File: src/rtl/posit_pkg.sv
// Shared posit constants and types for the posit_packer slice.
package posit_pkg;

    localparam int unsigned POSIT_N_DEF  = 32;
    localparam int unsigned POSIT_ES_DEF = 3;

    localparam logic [POSIT_N_DEF-1:0] POSIT_MAXPOS = {1'b0, {(POSIT_N_DEF-1){1'b1}}};
    localparam logic [POSIT_N_DEF-1:0] POSIT_MINPOS = POSIT_N_DEF'(1);

    typedef logic signed [POSIT_N_DEF-1:0] regime_t;

endpackage

File: src/rtl/posit_regime_gen.sv
// Regime decode: run length (including terminator), leading-bit polarity and
// saturation flags for a signed regime value k.
module posit_regime_gen #(
    parameter int unsigned N  = 32,
    parameter int unsigned LW = $clog2(N) + 1
) (
    input  logic signed [N-1:0] i_k,
    output logic [LW-1:0]       o_len,
    output logic                o_pol,
    output logic                o_sat_max,
    output logic                o_sat_min
);

    localparam logic signed [N-1:0] K_HI = N'(N - 2);
    localparam logic signed [N-1:0] K_LO = -K_HI;

    always_comb begin
        o_pol     = ~i_k[N-1];
        o_sat_max = (i_k >= K_HI);
        o_sat_min = (i_k < K_LO);
        // Only meaningful outside saturation, where the length fits in LW bits
        o_len     = o_pol ? (i_k[LW-1:0] + LW'(2)) : (LW'(1) - i_k[LW-1:0]);
    end

endmodule

File: src/rtl/posit_packer.sv
// Packs regime/exponent/fraction into an N-bit posit with one register stage.
// Optional signed output when POSIT_PACKER_SIGN_EN is defined.
module posit_packer
    import posit_pkg::*;
#(
    parameter int unsigned N  = POSIT_N_DEF,
    parameter int unsigned ES = POSIT_ES_DEF
) (
    input  logic                clk,
    input  logic                rst_n,
    input  logic                in_valid,
`ifdef POSIT_PACKER_SIGN_EN
    input  logic                sign,
`endif
    input  logic signed [N-1:0] seed,
    input  logic [ES-1:0]       exp,
    input  logic [N-1:0]        frac,
    output logic [N-1:0]        posit,
    output logic                out_valid
);

    localparam int unsigned LW  = $clog2(N) + 1;
    localparam int unsigned PAD = N - 2 - ES;

    logic [LW-1:0]       w_len;
    logic                w_pol;
    logic                w_sat_max;
    logic                w_sat_min;
    logic [LW-1:0]       w_sh;
    logic signed [2*N-1:0] w_word;
    logic signed [2*N-1:0] w_shifted;
    logic [N-2:0]        w_body;
    logic [N-1:0]        w_pos;
    logic [N-1:0]        w_res;
    logic [N-1:0]        r_posit;
    logic                r_valid;

    posit_regime_gen #(
        .N  (N),
        .LW (LW)
    ) u_regime (
        .i_k       (seed),
        .o_len     (w_len),
        .o_pol     (w_pol),
        .o_sat_max (w_sat_max),
        .o_sat_min (w_sat_min)
    );

    always_comb begin
        // Seed word holds one regime bit plus terminator; the arithmetic shift
        // replicates the leading bit to extend the run to its full length.
        w_sh      = w_len - LW'(2);
        w_word    = {w_pol, ~w_pol, exp, frac, {PAD{1'b0}}};
        w_shifted = w_word >>> w_sh;
        if (w_sat_max) begin
            w_body = '1;
        end else if (w_sat_min) begin
            w_body = (N-1)'(1);
        end else begin
            w_body = (N-1)'(w_shifted >> (N + 1));
        end
        w_pos = {1'b0, w_body};
`ifdef POSIT_PACKER_SIGN_EN
        w_res = sign ? (-w_pos) : w_pos;
`else
        w_res = w_pos;
`endif
    end

    always_ff @(posedge clk or negedge rst_n) begin
        if (!rst_n) begin
            r_posit <= '0;
            r_valid <= 1'b0;
        end else begin
            r_valid <= in_valid;
            if (in_valid) begin
                r_posit <= w_res;
            end
        end
    end

    assign posit     = r_posit;
    assign out_valid = r_valid;

endmodule

File: config.mk
export PLATFORM = sky130hd
export DESIGN_NAME = posit_packer
export DESIGN_NICKNAME = d
export VERILOG_FILES = /design/src/rtl/posit_pkg.sv /design/src/rtl/posit_regime_gen.sv /design/src/rtl/posit_packer.sv
export SDC_FILE = /design/constraint.sdc
export NUM_CORES = 1
export LEC_CHECK = 0
export ABC_CLOCK_PERIOD_IN_PS = 900
export BUFFER_PORTS_ARGS = -buffer_cell sky130_fd_sc_hd__buf_2
export CORE_ASPECT_RATIO = 2
export CORE_MARGIN = 2
export CORE_UTILIZATION = 54
export DETAILED_ROUTE_END_ITERATION = 10
export PLACE_DENSITY = 0.93
export RECOVER_POWER = 25
export SLEW_MARGIN = 20
export SYNTH_ARGS = -nofsm -noshare
export SYNTH_HDL_FRONTEND = slang
export SYNTH_HIERARCHICAL = 1
export SYNTH_SLANG_ARGS = --single-unit
File: constraint.sdc
create_clock -name clk -period 0.9 [get_ports clk]
set_input_delay 0.09 -clock clk [delete_from_list [all_inputs] [get_ports clk]]
set_output_delay 0.09 -clock clk [all_outputs]
set_load 0.05 [all_outputs]
==> metrics.cfg, run 1 <==
[placement]
dp_hpwl_um=11430
placed_cells=670
gp_congestion=1.071
io_buffers=95

[floorplanning]
num_rows=42
ios=103
die_x_um=61.97
initial_core_util_pct=55.26
die_y_um=119.9

[synth]
synth_nets=472
synthAdderAreaFrac_pct=1.379
ys.flop_type=dfrtp_1
synth_cells=398
synth-simple-area-share_pct=18.58
yosysWarnings=6
synthMuxAreaShare_pct=29.54
yosysSeqAreaShare_pct=22.06
async_flop_share_pct=100.0
synth-xor-area-share_pct=2.896
synth-compound-area-share_pct=19.10
synth-seq-cells=32
synth-edff-count=0
syn_avg_cell_area_sq_um=9.120
synth_cell_types=57
synth_top_family_by_area=multiplexers
synthesis.area_sq_mm=0.003630

[clock_network]
cts.sink_count=32
ctsHtreeMaxLevel=2
clk_path_buf_depth=2
numCtsBuffers=5
cts-root-buf=clkbuf_16

[global_routing]
grt_remaining_overflow=18
grt_usage_pct=66.26
grt_pass1_vias=6135
grt_start_max_net_pins=33
grt_first_pass_wirelength_um=35730

[status]
error=[ERROR GRT-0116] Global routing finished with congestion. Check the congestion regions in the DRC Viewer.
status=did not finish
lastStage=global routing (5_1_grt)

==> stage by stage <==
stage               util, %  cell area [sq um]  TNS (ps)  worst slack (ps)
floorplan                 -               3807    -40460             -1495
global placement      77.87               5115    -43480             -1516
detailed placement    77.87               5115    -46360             -1686
CTS                   95.16               6251    -31880             -1110
==> synth_stat cells (6+ instances only) <==
master / instances / area [sq um]
nand4_1: 8 / 50.05
nand3_1: 8 / 40.04
mux4_2: 30 / 675.7
nand2b_1: 8 / 50.05
nor4_1: 6 / 37.54
dfrtp_1: 32 / 800.8
nor2_1: 46 / 172.7
xor2_1: 6 / 52.55
a31oi_1: 6 / 37.54
inv_1: 11 / 41.29
mux2i_1: 25 / 250.2
nand2_1: 27 / 101.4
mux2_2: 6 / 67.56
nor3_1: 19 / 95.09
a21oi_1: 20 / 100.1
a211oi_1: 9 / 67.56
buf_2: 13 / 65.06
o211ai_1: 8 / 60.06
xnor2_1: 6 / 52.55
clkbuf_1: 13 / 48.80
o21ai_0: 17 / 85.08
==> per-layer routing <==
metal	GRT overflow	GRT usage, %
met2	7	86.33
met3	0	37.50
met5	0	1.681
met4	10	64.63
met1	1	69.63
==> logic make-up after synthesis <==
logic type                 count (synthesis)
and+or+nand+nor                          139
AOI/OAI and AO/OA                         99
muxes                                     64
buffers and inverters                     47
DFF                                       32
xor gates and xnor gates                  12
adders and majority gates                  4
other                                      1
==> what timing repair did <==
| item | CTS |
|---|---|
| endpoints found under the hold margin | 32 |
| gates cloned | 1 |
| pin swaps | 34 |
| endpoints found under the setup margin | 63 |
| setup buffers | 35 |
| resized for setup | 182 |
| hold buffers | 1 |
==> run 2: changes to the inputs <==
- CORE_ASPECT_RATIO: 2 -> unset
- CORE_UTILIZATION: 54 -> 40
- PLACE_DENSITY: 0.93 -> unset
- PLACE_DENSITY_LB_ADDON: unset -> 0.15
==> metrics.cfg, run 2 <==
[critical_path]
cp-end-kind=flip-flop
crit_arrival_ps=2100
path_cells=buf_6, inv_2, ha_4, inv_2, ha_4, buf_12, and2_4, buf_6, buf_4, o211ai_1, nand3_2, o211ai_1, a41oi_1
r2r-start=posit[5]
cp-startpoint=seed[2]
crit_fanout=6
crit_path_top_delay_cell=ha_4
crit_family=buffers and inverters
worst-path-buf-inv=6
cpPeakStageDelay_ps=270
startpoint_type=primary input
critPathKind=in -> reg
cp.required_ps=1050

[power_and_ir_drop]
power.density_mw_per_mm2=1611
sequentialPowerShare_pct=18.0
switching_share_pct=44.46
p_int_mw=5.836
p_total_mw=10.51
p_leak_nw=2.744
p_sw_mw=4.671
p_clk_share_pct=10.1
irDropWorstVdd_v=0.0006922
pwr-share-comb_pct=71.9

[placement]
gp_congestion=0.9063  ; -15%
io_buffers=95  ; unchanged
dp_hpwl_um=9775  ; -14%
placed_area_sq_mm=0.005005  ; -2.2%

[layout]
final_core_util_pct=74.43
fin_nets=699
largest_register_ffs=31
mostFrequentLayoutCells=127 x buf_4, 57 x buf_6, 54 x buf_2
drive_gt1_share_pct=65.92
layout_commonest_cell=buf_4
fin_area_sq_mm=0.006523
insertedDiodeCount=0
fill_cells=613
area_delta_synth_final_pct=79.70

[floorplanning]
num_rows=34  ; -19%
die_x_um=99.26  ; +60%
dieArea_sq_mm=0.009853
die_y_um=99.26  ; -17%
ios=103  ; unchanged
core_area_sq_mm=0.008763
initial_core_util_pct=41.42  ; -14 points

[synth]
syn_avg_cell_area_sq_um=9.120  ; unchanged
yosysMostFrequentCell=nor2_1
synth-seq-cells=32  ; unchanged
synth_cells=398  ; unchanged
netlist_top_cells_area=dfrtp_1 22%, mux4_2 19%, mux2i_1 6.9%
synth_nets=472  ; unchanged
yosysTopAreaCellShare_pct=22.06  ; unchanged
synth_cell_types=57  ; unchanged
async_flop_share_pct=100.0  ; unchanged
synth_largest_area_cell=dfrtp_1
yosysWarnings=6  ; unchanged
synth-edff-count=0  ; unchanged
ys_top_cells_by_count=46 x nor2_1, 32 x dfrtp_1, 30 x mux4_2, 27 x nand2_1, 25 x mux2i_1
ys.flop_type=dfrtp_1
yosysSeqAreaShare_pct=22.06  ; unchanged
synthesis.area_sq_mm=0.003630  ; unchanged

[sta]
timing.final.ws_setup_ps=-1049
fin_skew_ps=0
finalMaxSlewViolations=0
tightest_slew_ps=754.0
fin_crit_ps=1949
rsz0062_at_grt=yes
slew-limit-headroom_pct=49.73
fin_crit_sh_pct=216.6
fmax_mhz=513.0
finalHoldViolations=0
setup_viol=62

[detailed_routing]
met2_length_um=7216
routed_wl_um=14030
ant_nets=0
highest_layer=met4
drc=0
routed-wl-met3_um=736
vias=4370
wl_per_cell_um=19.14
m1WireLength_um=5833
drt_iter0_drc=240
drt-pass1-iter-count=5
viasPerCell=5.962

[clock_network]
clk_path_buf_depth=2  ; unchanged
numCtsBuffers=5  ; unchanged
cts-root-buf=clkbuf_8
cts_tree=done
ctsHtreeMaxLevel=2  ; unchanged
cts.clk_slew.worst_paths_ps=60
cts.sink_count=32  ; unchanged
clkLatencyLatePin_ps=280

[hold_path]
worstHoldStart=in_valid
hp-class=in -> reg

[status]
status=finished with violations
violations=setup timing

[global_routing]
grt_usage_pct=26.62
antenna_found_initial=0
grt_pass1_vias=4204
grt_remaining_overflow=0
grt_first_pass_wirelength_um=21260
grt_start_max_net_pins=38

[job]
drv_cap=0

==> run 2: cell counts after synthesis <==
Identical to the previous run, type by type.
==> run 2: worst register-to-register path, delay by kind of cell (launching register included) <==
kind            cells  cell delay, ps
flops               1             380
simple gates        2             370
compound gates      1             140
==> run 2: path summary, 6_finish.rpt <==
path / endpoint / cells past startpoint / slack [ps]
hold reg to reg: posit[0] / 2 / 590
min in group asynchronous: posit[20] / 3 / 400
setup / recovery: posit[0] / 13 / -1050
max in group asynchronous: posit[21] / 3 / 170
hold / removal: posit[10] / 4 / 270
setup reg to reg: posit[5] / 3 / -70
==> run 2: kinds of logic (layout without fill, tap and decap cells) <==
group,Yosys count,in the layout,share of synthesized area [%]
multiplexers,64,64,29.54
adder cells (fa/ha/maj),4,4,1.379
buffers and inverters,47,274,6.343
AO/OA/AOI/OAI,99,99,19.10
XOR/XNOR,12,12,2.896
flip-flops,32,32,22.06
other,1,1,0.1033
AND/OR/NAND/NOR,139,139,18.58
==> run 2: cell type report <==
| class | instances | area, sq um | area share [%] |
|---|---|---|---|
| Inverter | 13 | 55.05 | 0.8440 |
| Multi-Input combinational cell | 319 | 3328 | 51.03 |
| Timing Repair Buffer | 254 | 2126 | 32.59 |
| Clock inverter | 1 | 5.005 | 0.07673 |
| Sequential cell | 32 | 800.8 | 12.28 |
| Tap cell | 108 | 135.1 | 2.072 |
| Clock buffer | 6 | 72.57 | 1.113 |
==> run 2: power groups by stage <==
stage          combinational, mW  sequential (mW)  clock [mW]
2_1_floorplan               2.64             2.72           0
5_1_grt                     7.92             1.91        1.13
6_report                    7.56             1.89        1.06
3_5_place_dp                5.41             1.85           0
3_3_place_gp                5.35             1.84           0
4_1_cts                     6.73             1.87        1.05
==> run 2: through the flow <==
step / cells / TNS [ps] / setup WS, ps / hold slack, ps
after floorplan: 398 / -40460 / -1495 / -205.6
after global placement: 677 / -43840 / -1524 / 55.07
after detailed placement: 677 / -44710 / -1576 / 59.57
after CTS: 713 / -30250 / -1057 / 265.6
after global routing: 733 / -32850 / -1101 / 277.0
final: 733 / -30500 / -1049 / 266.3
==> run 2: repair_timing <==
| action | 4_1_cts | 5_1_grt |
|---|---|---|
| endpoints found under the setup margin | 63 | 63 |
| hold endpoints to repair | 32 | 0 |
| pin swaps | 29 | 38 |
| cloned | 1 | 1 |
| setup buffers | 28 | 19 |
| hold buffers | 1 | 0 |
| gates resized for setup | 178 | 67 |
==> run 2: metal layers <==
metal,up-vias,track usage (%)
met2,181,46.93
met3,21,2.038
met5,-,0
met4,0,6.744
li1,2004,-
met1,2164,35.58
Power figures use the tool's default switching activity.
==> run 3: changes to the inputs <==
- ABC_AREA: unset -> 1
==> metrics.cfg, run 3 <==
[layout]
drive_gt1_share_pct=45.68  ; -20 points
insertedDiodeCount=0  ; unchanged
fill_cells=617  ; +0.65%
layout_commonest_cell=nand2_1
largest_register_ffs=31  ; unchanged
mostFrequentLayoutCells=147 x nand2_1, 132 x nand3_1, 68 x buf_4
fin_area_sq_mm=0.005991  ; -8.2%
area_delta_synth_final_pct=73.10
fin_nets=837  ; +20%

[critical_path]
crit_family=simple AND/OR/NAND/NOR gates
path_cells=buf_12, inv_12, ha_4, nand2_4, o21ai_4, xor2_2, inv_2, buf_6, nand3_4, nand2_4, nand2_8, nor2_4, nand2_4, inv_4, nand3_2, o21ai_1, nor2_1
worst-path-buf-inv=5  ; -1
r2r_cells=3  ; unchanged
cp-end-kind=flip-flop
crit_path_top_delay_cell=nor2_4
crit_fanout=7  ; +1
r2r_setup_slack_ps=0  ; +70 ps
cpPeakStageDelay_ps=220  ; -50 ps
critical_path_depth=17  ; +4
crit_top_cell=nand2_4
cp-startpoint=seed[1]
crit_arrival_ps=1890  ; -210 ps
cp.required_ps=1090  ; +40 ps
r2r_end=posit[0]
critPathKind=in -> reg
r2r-start=posit[0]
crit_end=posit[10]
startpoint_type=primary input

[clock_network]
cts-root-buf=clkbuf_8
ctsHtreeMaxLevel=2  ; unchanged
cts.sink_count=32  ; unchanged
numCtsBuffers=5  ; unchanged
clk_path_buf_depth=2  ; unchanged
cts_tree=done
clkLatencyLatePin_ps=300  ; +20 ps
cts.clk_slew.worst_paths_ps=70  ; about the same

[sta]
finalHoldViolations=0  ; unchanged
fin_crit_ps=1703  ; -246.5 ps
tns_ps=-23500  ; +7003 ps
rsz0062_at_grt=yes
fin_crit_sh_pct=189.2  ; -27 points
whs_ps=154.2  ; -112.1 ps
fmax_mhz=587.2  ; +14%
finalMaxSlewViolations=0  ; unchanged
fin_skew_ps=0  ; unchanged
timing.final.ws_setup_ps=-802.9  ; +246.5 ps
setup_viol=62  ; unchanged

[detailed_routing]
highest_layer=met4
routed_wl_um=14540  ; +3.6%
ant_nets=0  ; unchanged
drc=0  ; unchanged
routed-wl-met3_um=1272  ; +73%
wl_per_cell_um=16.73  ; -13%
drt_iter0_drc=484  ; +100%
viasPerCell=5.753  ; -3.5%
met2_length_um=7288  ; +1.0%
vias=4999  ; +14%
m1WireLength_um=5311  ; -8.9%
drt-pass1-iter-count=7  ; +2

[floorplanning]
initial_core_util_pct=41.70  ; +0.28 points
die_x_um=97.02  ; -2.3%
num_rows=33  ; -2.9%
dieArea_sq_mm=0.009412  ; -4.5%
ios=103  ; unchanged
die_y_um=97.02  ; -2.3%
core_area_sq_mm=0.008299  ; -5.3%

[power_and_ir_drop]
p_total_mw=10.01  ; -4.7%
irDropWorstVdd_v=0.001349  ; +95%
power.density_mw_per_mm2=1671  ; +3.8%
p_leak_nw=2.795  ; +1.9%

[synth]
synth-seq-cells=32  ; unchanged
syn_avg_cell_area_sq_um=5.787  ; -37%
synth-edff-count=0  ; unchanged
ys_top_cells_by_count=180 x nand3_1, 173 x nand2_1, 68 x nor2_1, 32 x a21oi_1, 32 x dfrtp_1
synthesis.area_sq_mm=0.003461  ; -4.7%
netlist_top_cells_area=nand3_1 26%, dfrtp_1 23%, nand2_1 19%
synth_largest_area_cell=nand3_1
yosysWarnings=6  ; unchanged
yosysSeqAreaShare_pct=23.14  ; +1.1 points
synth_cell_types=34  ; -40%
yosysTopAreaCellShare_pct=26.03  ; +4.0 points
synth_cells=598  ; +50%
async_flop_share_pct=100.0  ; unchanged
synth_nets=672  ; +42%
ys.flop_type=dfrtp_1
yosysMostFrequentCell=nand3_1

[hold_path]
hp-class=in -> reg

[global_routing]
grt_usage_pct=28.99  ; +2.4 points
grt_pass1_vias=4747  ; +13%
antenna_found_initial=0  ; unchanged
grt_remaining_overflow=0  ; unchanged
grt_first_pass_wirelength_um=22670  ; +6.6%
grt_start_max_net_pins=33  ; -13%

[status]
violations=setup timing
status=finished with violations

[placement]
io_buffers=95  ; unchanged
gp_congestion=1.006  ; +11%
post-place-ws_ps=-1110  ; +465.4 ps
placed_area_sq_mm=0.004473  ; -11%
dp_hpwl_um=9079  ; -7.1%

[job]
drv_cap=0  ; unchanged

-- run 3: cell types whose count changed in the layout (fill, tap and decap cells not counted), sizes merged, moves of 15 or more --
cell	previous run	this run
nand3	8	182
nand2	27	180
buf	250	188
mux4	33	0
mux2i	25	0
nor2	46	71
nor3	20	0
inv	11	26
-- run 3: cells by family after synthesis --
| group | Yosys count | synth area share (%) |
|---|---|---|
| simple gates | 446 | 57.74 |
| buf+inv | 61 | 8.062 |
| compound gates | 48 | 7.231 |
| flops | 32 | 23.14 |
| xor+xnor | 6 | 2.278 |
| fa+ha+maj | 4 | 1.446 |
| other cells | 1 | 0.1084 |
-- run 3: metrics by stage --
step                std cells  utilization (%)
global route              869            72.18
global placement          818            53.90
floorplan                 598                -
detailed placement        818            53.90
CTS                       857            67.80
finish                    869            72.18
-- run 3: layout make-up --
type / instances / area [sq um] / area share (%)
Sequential cell: 32 / 800.8 / 13.37
Inverter: 27 / 137.6 / 2.297
Clock buffer: 7 / 96.34 / 1.608
Timing Repair Buffer: 191 / 1683 / 28.09
Multi-Input combinational cell: 506 / 3112 / 51.94
Tap cell: 105 / 131.4 / 2.193
Clock inverter: 1 / 30.03 / 0.5013
-- run 3: how the worst min path moves through the flow --
stage	startpoint	cells past startpoint	slack, ps	to
after floorplan	rst_n	0	-210	out_valid
after global placement	rst_n	2	50	posit[2]
after detailed placement	rst_n	2	60	posit[2]
after CTS	in_valid	2	150	out_valid
after global routing	in_valid	2	150	out_valid
final	in_valid	2	150	out_valid
-- run 3: what timing repair did --
item	CTS	global route
pin swaps	50	46
setup endpoints to repair	63	63
resized for setup	187	67
cloned	6	1
hold endpoints to repair	32	0
setup buffers	25	11
hold buffers	1	0
-- run 3: where the power goes --
part           switching [mW]  leakage [nW]  internal [mW]  total [mW]
Sequential              0.167         0.341           1.65        1.82
Combinational            4.02          2.39           2.62        6.64
Clock                   0.585        0.0645          0.977        1.56
Total                    4.77          2.80           5.24        10.0
-- run 3: worst reg2reg max path, cell delays in order, from the launching register on --
cell,delay [ps]
dfrtp_1,420
or2_2,290
nand2_1,70
inv_1,30
-- run 3: routing by layer --
metal / vias up / GRT usage, %
met5: - / 0
met4: 0 / 12.89
met3: 75 / 5.491
met2: 309 / 49.57
met1: 2269 / 35.34
li1: 2346 / -
